**src/rtl/imm_gen_pipe.sv**
```systemverilog
// Pipelined RV32/RV64 immediate generator with a 2-entry skid buffer toward execute.
// Define IMM_ILLEGAL_DET_EN to add the registered out_illegal flag.
module imm_gen_pipe #(
    parameter int unsigned XLEN     = 32,
    parameter int unsigned AUTO_FMT = 1
) (
    input  logic            clk,
    input  logic            rst_n,
    input  logic            flush,
    input  logic            in_valid,
    output logic            in_ready,
    input  logic [31:0]     in_ins,
    input  logic [XLEN-1:0] in_pc,
    input  logic [2:0]      in_sel,
    output logic            out_valid,
    input  logic            out_ready,
    output logic [XLEN-1:0] out_imm,
    output logic [2:0]      out_fmt,
    output logic [XLEN-1:0] out_pc,
    output logic [XLEN-1:0] out_target
`ifdef IMM_ILLEGAL_DET_EN
    ,
    output logic            out_illegal
`endif
);

    typedef struct packed {
`ifdef IMM_ILLEGAL_DET_EN
        logic            ill;
`endif
        logic [2:0]      fmt;
        logic [XLEN-1:0] pc;
        logic [XLEN-1:0] imm;
        logic [XLEN-1:0] tgt;
    } payload_t;

    logic [2:0]      w_auto_fmt;
    logic [2:0]      w_fmt;
    logic [31:0]     w_imm32;
    logic [XLEN-1:0] w_imm;
    logic            w_accept;
    payload_t        w_res;

    payload_t        r_out;
    payload_t        r_skid;
    logic            r_out_valid;
    logic            r_skid_valid;

    always_comb begin
        case (in_ins[6:0])
            7'b0010011, 7'b0000011, 7'b1100111, 7'b1110011, 7'b0011011: w_auto_fmt = 3'b000;
            7'b0100011:                                                 w_auto_fmt = 3'b001;
            7'b1100011:                                                 w_auto_fmt = 3'b010;
            7'b0110111, 7'b0010111:                                     w_auto_fmt = 3'b011;
            7'b1101111:                                                 w_auto_fmt = 3'b100;
            7'b0110011, 7'b0111011:                                     w_auto_fmt = 3'b101;
            default:                                                    w_auto_fmt = 3'b111;
        endcase
    end

    always_comb begin
        if (AUTO_FMT != 0) w_fmt = w_auto_fmt;
        else               w_fmt = in_sel;
    end

    always_comb begin
        case (w_fmt)
            3'b000:  w_imm32 = {{20{in_ins[31]}}, in_ins[31:20]};
            3'b001:  w_imm32 = {{20{in_ins[31]}}, in_ins[31:25], in_ins[11:7]};
            3'b010:  w_imm32 = {{19{in_ins[31]}}, in_ins[31], in_ins[7], in_ins[30:25],
                                in_ins[11:8], 1'b0};
            3'b011:  w_imm32 = {in_ins[31:12], 12'b0};
            3'b100:  w_imm32 = {{11{in_ins[31]}}, in_ins[31], in_ins[19:12], in_ins[20],
                                in_ins[30:21], 1'b0};
            default: w_imm32 = 32'b0;
        endcase
    end

    always_comb begin
        w_res     = '0;
        w_res.fmt = w_fmt;
        w_res.pc  = in_pc;
`ifdef IMM_ILLEGAL_DET_EN
        w_res.ill = (w_fmt == 3'b111) || (in_ins[1:0] != 2'b11);
        // Illegal words pass through with a zero immediate so target equals pc.
        w_imm     = w_res.ill ? '0 : XLEN'($signed(w_imm32));
`else
        w_imm     = XLEN'($signed(w_imm32));
`endif
        w_res.imm = w_imm;
        w_res.tgt = in_pc + w_imm;
    end

    assign in_ready = !r_skid_valid;
    assign w_accept = in_valid && in_ready;

    always_ff @(posedge clk or negedge rst_n) begin
        if (!rst_n) begin
            r_out_valid  <= 1'b0;
            r_skid_valid <= 1'b0;
            r_out        <= '0;
            r_skid       <= '0;
        end else if (flush) begin
            r_out_valid  <= 1'b0;
            r_skid_valid <= 1'b0;
            r_out        <= '0;
            r_skid       <= '0;
        end else if (!r_out_valid || out_ready) begin
            // Output slot frees up: skid has priority so order is preserved.
            if (r_skid_valid) begin
                r_out        <= r_skid;
                r_out_valid  <= 1'b1;
                r_skid_valid <= 1'b0;
            end else begin
                r_out_valid <= w_accept;
                if (w_accept) r_out <= w_res;
            end
        end else if (w_accept) begin
            r_skid       <= w_res;
            r_skid_valid <= 1'b1;
        end
    end

    assign out_valid  = r_out_valid;
    assign out_imm    = r_out.imm;
    assign out_fmt    = r_out.fmt;
    assign out_pc     = r_out.pc;
    assign out_target = r_out.tgt;
`ifdef IMM_ILLEGAL_DET_EN
    assign out_illegal = r_out.ill;
`endif

endmodule

```
**config.mk**
```make
export PLATFORM = sky130hd
export DESIGN_NAME = imm_gen_pipe
export DESIGN_NICKNAME = d
export VERILOG_FILES = /design/src/rtl/imm_gen_pipe.sv
export SDC_FILE = /design/constraint.sdc
export NUM_CORES = 1
export LEC_CHECK = 0
export ABC_AREA = 1
export CORE_MARGIN = 2
export CORE_UTILIZATION = 59
export CTS_CLUSTER_SIZE = 14
export DETAILED_ROUTE_END_ITERATION = 10
export PLACE_DENSITY_LB_ADDON = 0.05
export SETUP_SLACK_MARGIN = 0.02
export SLEW_MARGIN = 40
export SYNTH_ARGS = -nofsm -noshare
export SYNTH_HDL_FRONTEND = slang
export SYNTH_SLANG_ARGS = --single-unit
```
**constraint.sdc**
```tcl
create_clock -name clk -period 3.4 [get_ports clk]
set_clock_uncertainty 0.1 [all_clocks]
set_input_delay 0.68 -clock clk [delete_from_list [all_inputs] [get_ports clk]]
set_output_delay 0.68 -clock clk [all_outputs]
set_load 0.02 [all_outputs]
```
# Word-level counts from Yosys, hierarchy flattened
# Cells that the tools add are included.
dict set report word_totals {
  regBits 200
  inputBits 72
}
dict set report classes {
  add_sub_neg 1
  n_eq_ne 17
  n_mux 14
  n_reduce_logical 14
}
# op count
set ops {}
lappend ops {{2-to-1 mux 99 bit} 6}
lappend ops {{one-hot mux 32 bit (5 select lines)} 1}
lappend ops {{adder 32 bit} 1}
lappend ops {{== test 7 x 6 -> 1 bit (second input constant)} 4}
lappend ops {{== test 7 bit (second input constant)} 4}
lappend ops {{== test 7 x 5 -> 1 bit (second input constant)} 3}
lappend ops {{one-hot mux 3 bit (6 select lines)} 1}
lappend ops {{== test 7 x 2 -> 1 bit (second input constant)} 1}
lappend ops {{== test 3 x 2 -> 1 bit (second input constant)} 2}
lappend ops {{2-to-1 mux 1 bit} 6}
lappend ops {{nonzero test 3 bit} 2}
lappend ops {{OR reduction 5 bit} 1}
lappend ops {{AND reduction 2 bit} 2}
lappend ops {{nonzero test 2 bit} 2}
lappend ops {{OR reduction 2 bit} 2}
lappend ops {{== test 3 x 1 -> 1 bit (second input constant)} 1}
lappend ops {{== test 3 bit (second input constant)} 1}
lappend ops {{zero test 3 bit} 1}
lappend ops {{zero test 1 bit} 2}
lappend ops {{inequality test 2 bit (second input constant)} 1}
lappend ops {{logical AND 1 bit} 1}
lappend ops {{logical OR 1 bit} 1}

# Logic depth before layout (Yosys ltp)
dict set report logic_depth {
  word_depth 10
  mapped_depth 27
}

# Worst setup path before layout
# No wires, ideal clock.
dict set report synth_path {
  path_kind {input port to flip-flop}
  start {input in_ins[4]}
  end {register r_out, in the netlist out_target[30]}
  setup_time_ns 0.117
  arrival_ns 3.079
  path_slack_ns 0.104
  stages 27
  n_path_buf 1
  cell_sequence {inv_1 nand2_2 nor2_2 nand2_1 nand2_1 inv_1 nand3_2 buf_6 a22oi_2 inv_1 ha_1 inv_1 fa_1 inv_1 nand3_1 nand2_1 nand2_1 nand2_1 nand3_1 nand2_1 nand2_1 nand2_1 nand2_1 nand2_1 nand2_1 nand2_1 nand2_1}
}
dict set report synth_between {
  elab_chain_len 10
  word_cells_on_any_way 27
  classes_between {add/sub: 1; eq/ne: 16; mux: 6; reduce/logical: 4}
}
# element line_no
set synth_lines {}
lappend synth_lines {{start: declaration} 12} ;# input logic [31:0] in_ins,
lappend synth_lines {{== test 7 x 5 -> 1 bit (tied with other cells)} 50} ;# case (in_ins[6:0])
lappend synth_lines {{OR reduction 5 bit or OR reduction 2 bit (tied branches)} 50}
lappend synth_lines {{one-hot mux 3 bit (6 select lines) *} 50}
lappend synth_lines {{== test 3 bit (tied with other cells)} 67} ;# case (w_fmt)
lappend synth_lines {{one-hot mux 32 bit (5 select lines) *} 67}
lappend synth_lines {{adder 32 bit *} 91} ;# w_res.tgt = in_pc + w_imm;
lappend synth_lines {{2-to-1 mux 99 bit *} 116} ;# if (w_accept) r_out <= w_res;
lappend synth_lines {{2-to-1 mux 99 bit *} 110} ;# if (r_skid_valid) begin
lappend synth_lines {{2-to-1 mux 99 bit *} 108} ;# end else if (!r_out_valid || out_ready) begin
lappend synth_lines {{2-to-1 mux 99 bit *} 103} ;# end else if (flush) begin
lappend synth_lines {{end signal: assignment} 111} ;# r_out <= r_skid;
lappend synth_lines {{end signal: assignment} 116}
lappend synth_lines {{end: declaration} 44} ;# payload_t r_out;
# Every way passes the cells marked *; elsewhere a longest branch is shown, timed or not. The select of a mux whose other input is x is not followed.
# A chain may end at the register's enable or synchronous reset.

# Worst setup path after layout
dict set report layout_path {
  start {input in_ins[6]}
  end {register r_out, in the netlist out_target[24]}
}
# The elaborated chain is that of the path after synthesis.

==> impl_results.md <==
- DR vias: around 12k
- Cell taking the most area after synthesis: dfrtp_1
- Post-synth top area share: between 40 and 50%
- Ant diodes: 0
- PD cells: 371.0 nW/um^2
- Syn avg cell area: between 7 and 8 um^2
- Vias in the first global route: ~11k
- WS Path Type: in2reg
- Type of origin of the critical path: input port
- Final setup violating endpoints: 2
- Die X: between 100 and 150 um
- Die area: slightly above 20,000 um^2
- Clock transition at the registers of the reported paths: 80 ps
- CP max stage cell: fa_2
- Clk_lat worst skew: approximately 450 ps
- Mapped Cells: about 1.4k
- LEAKAGE: between 7 and 8 nW
- ANT nets after route: 0
- Critical Path End Type: flop
- Hold Crit Class: in2async
- CP peak stage delay: between 300 and 400 ps
- Tcrit/Tclk final: 100.4%
- Max-slew violations: 0
- Top_reg_cell synth: dfrtp_1
- I/O Buffers: 169
- Final Net Count: 1,839
- Post-DR wirelength/cell: about 20 um
- Drt drc: 0
- GP Congestion: between 0.9 and 1
- Period minus WS final: approximately 3400 ps
- WP data arrival: 3660 ps
- Worst slew margin: ~44%
- CP Max Fanout: 4
- Fraction of registers with async set/reset: between 90% and 100%
- Fmax: a little under 0.3 GHz
- Number of buffers created by CTS: 17
- Tightest Pin Transition: ~840 ps
- # H-tree levels: 4
- DP Worst Slack: -726.0 ps
- Remaining Overflow, GRT: 0
- Synth cell types: 40
- Initial antenna violation count: 0
- First-pass GRT wire length: between 50 and 60 mm
- Post-synthesis register bit count: 200
- Total power draw: just under 6 mW
- CTS root buffer: clkbuf_16
- Synthesized Nets: 1,534
- Synthesized area: ~11,000 um^2
- Initial DRC count: approximately 1.1k
- Outcome: finished with violations
- Cell Area, Placed: ~14,000 um^2
- Syn-to-layout area delta: 38.28%
- Number of hold buffers added after cts: 0
- Hpwl dp: ~26 mm
- Core Area: 18,710 um^2
- Die height: roughly 140 um
- First-pass DRT Iterations: 8
- Initial core utilization: 60.29%
- TritonCTS clock tree: done
- Max-cap violations: 0
- Final WS setup: -13.46 ps
- DRT Wirelength: ~39 mm
- Failing checks: negative setup slack
- EDFF count, synth: 0
- Sequential-to-total area share from yosys stat: approximately 44%
- Worst EP required: around 3600 ps
- Final Cell Area: 15,600 um^2
- Layout Utilization: a little over four fifths
- Max IR drop VDD: around 360 uV
- Pin count of the biggest net entering global routing: 101
- Synth area leaders: dfrtp_1 (44%), nand2_1 (14%), o21ai_0 (6.0%), inv_1 (4.7%), ha_1 (4.4%)
- Yosys warning total: 0
- Via-to-Cell Ratio: just under 6
- Hold Fails Final Rpt: 0
- Fraction of layout cells with a size suffix above 1: 20.89%
- WHS: 154.2 ps
- Gr usage total: between 30 and 40%
- Clk buf depth: 2
- Row cnt: 50
- Ports: roughly 170
- Clock Sinks: 200
- Crit-path cells: dlygate4sd2_1, buf_4, nor2_4, nand4_1, nand3_4, a22oi_2, inv_2, ha_1, inv_1, fa_2, inv_2, nand3_1, nand2_2, nand2_2, nand2_2, buf_6, nand4_1, nand4_1, nand3_1, nand2_1, nand2_1
[Yosys cell counts, drive strengths merged (20+ instances only)]
cell      n
dfrtp   200
a22o     49
mux2i    30
inv     147
nand4    20
clkbuf   41
o21ai   157
nor2     82
ha       40
nand2   429
a21oi    80
nand3    50
buf      24
[state kept, by name, summed over array words and instances, names as in the netlist]
name,flops
r_skid,99
out_imm,32
out_pc,32
out_target,32
out_fmt,3
out_valid,1
r_skid_valid,1
[per-layer routing]
metal	track usage, %	vias up	part of all wire (%)
met5	0	-	0
met4	17.79	0	5.1
met3	5.821	150	6.5
met2	64.35	642	49
met1	47.14	5578	39
li1	-	5294	-
[path summary, 6_finish.rpt]
check                            endpoint           start  slack, ps  cells past startpoint
setup / recovery           out_target[24]       in_ins[6]        -10                     21
hold / removal                out_imm[21]           rst_n        150                      1
setup reg to reg              out_imm[17]    r_skid_valid       1320                      7
hold reg to reg            out_target[13]  out_target[13]        380                      2
max in group asynchronous    r_skid_valid           rst_n       2280                      2
min in group clk           out_target[13]  out_target[13]        380                      2
[worst max-delay path: cells and delay by family]
kind | cells | cell delay (ps)
AO/OA/AOI/OAI | 1 | 80
AND/OR/NAND/NOR | 12 | 1510
buffers and inverters | 6 | 800
adder cells (fa/ha/maj) | 2 | 570
[cell type report]
class	instances	area [um^2]
multi-input cells	1008	6042
flip-flops and latches	200	5009
clock inverters	14	155.1
fillers	1119	3109
inverters	148	558.0
repair buffers	350	3107
well taps	234	292.8
clock buffers	17	425.4
repair inverters	1	7.507
[cells by family (layout without fill, tap and decap cells)]
logic type,after synthesis,count (layout),share of synthesized area [%]
simple gates,598,598,22.80
compound gates,325,325,16.84
buf+inv,213,530,7.621
flops,200,200,44.38
fa+ha+maj,41,41,4.615
mux,30,30,2.663
xor+xnor,14,14,1.087
[timing repair]
action                                 CTS  global route
endpoints found under the hold margin    0             0
pin swaps                               27            19
setup endpoints to repair               50            54
cloned                                   1             0
gates resized for setup                107            58
setup buffers                           13             4
[placed cells by master, fill, tap and decap left out, drive strengths merged, types with 12 or more instances in the layout]
| master | count |
|---|---|
| nand2 | 429 |
| dfrtp | 200 |
| buf | 182 |
| clkdlybuf4s50 | 161 |
| o21ai | 157 |
| inv | 154 |
| nor2 | 82 |
| a21oi | 80 |
| nand3 | 50 |
| a22o | 49 |
| ha | 40 |
| mux2i | 30 |
| nand4 | 20 |
| clkbuf | 19 |
| o22ai | 16 |
| nor3 | 12 |
[where the power goes]
part | internal (mW) | leakage (nW) | switching [mW] | total, mW
Combinational | 0.503 | 4.69 | 0.689 | 1.19
Sequential | 2.48 | 2.74 | 0.0621 | 2.55
Clock | 0.985 | 0.284 | 1.06 | 2.05
Total | 3.97 | 7.71 | 1.82 | 5.79
[through the flow]
step	TNS, ps	cells
global route	-1845	1972
CTS	0	1968
floorplan	0	1421
detailed placement	-31880	1923
global placement	-25700	1923
finish	-13.69	1972
(Power assumes the default switching activity.)
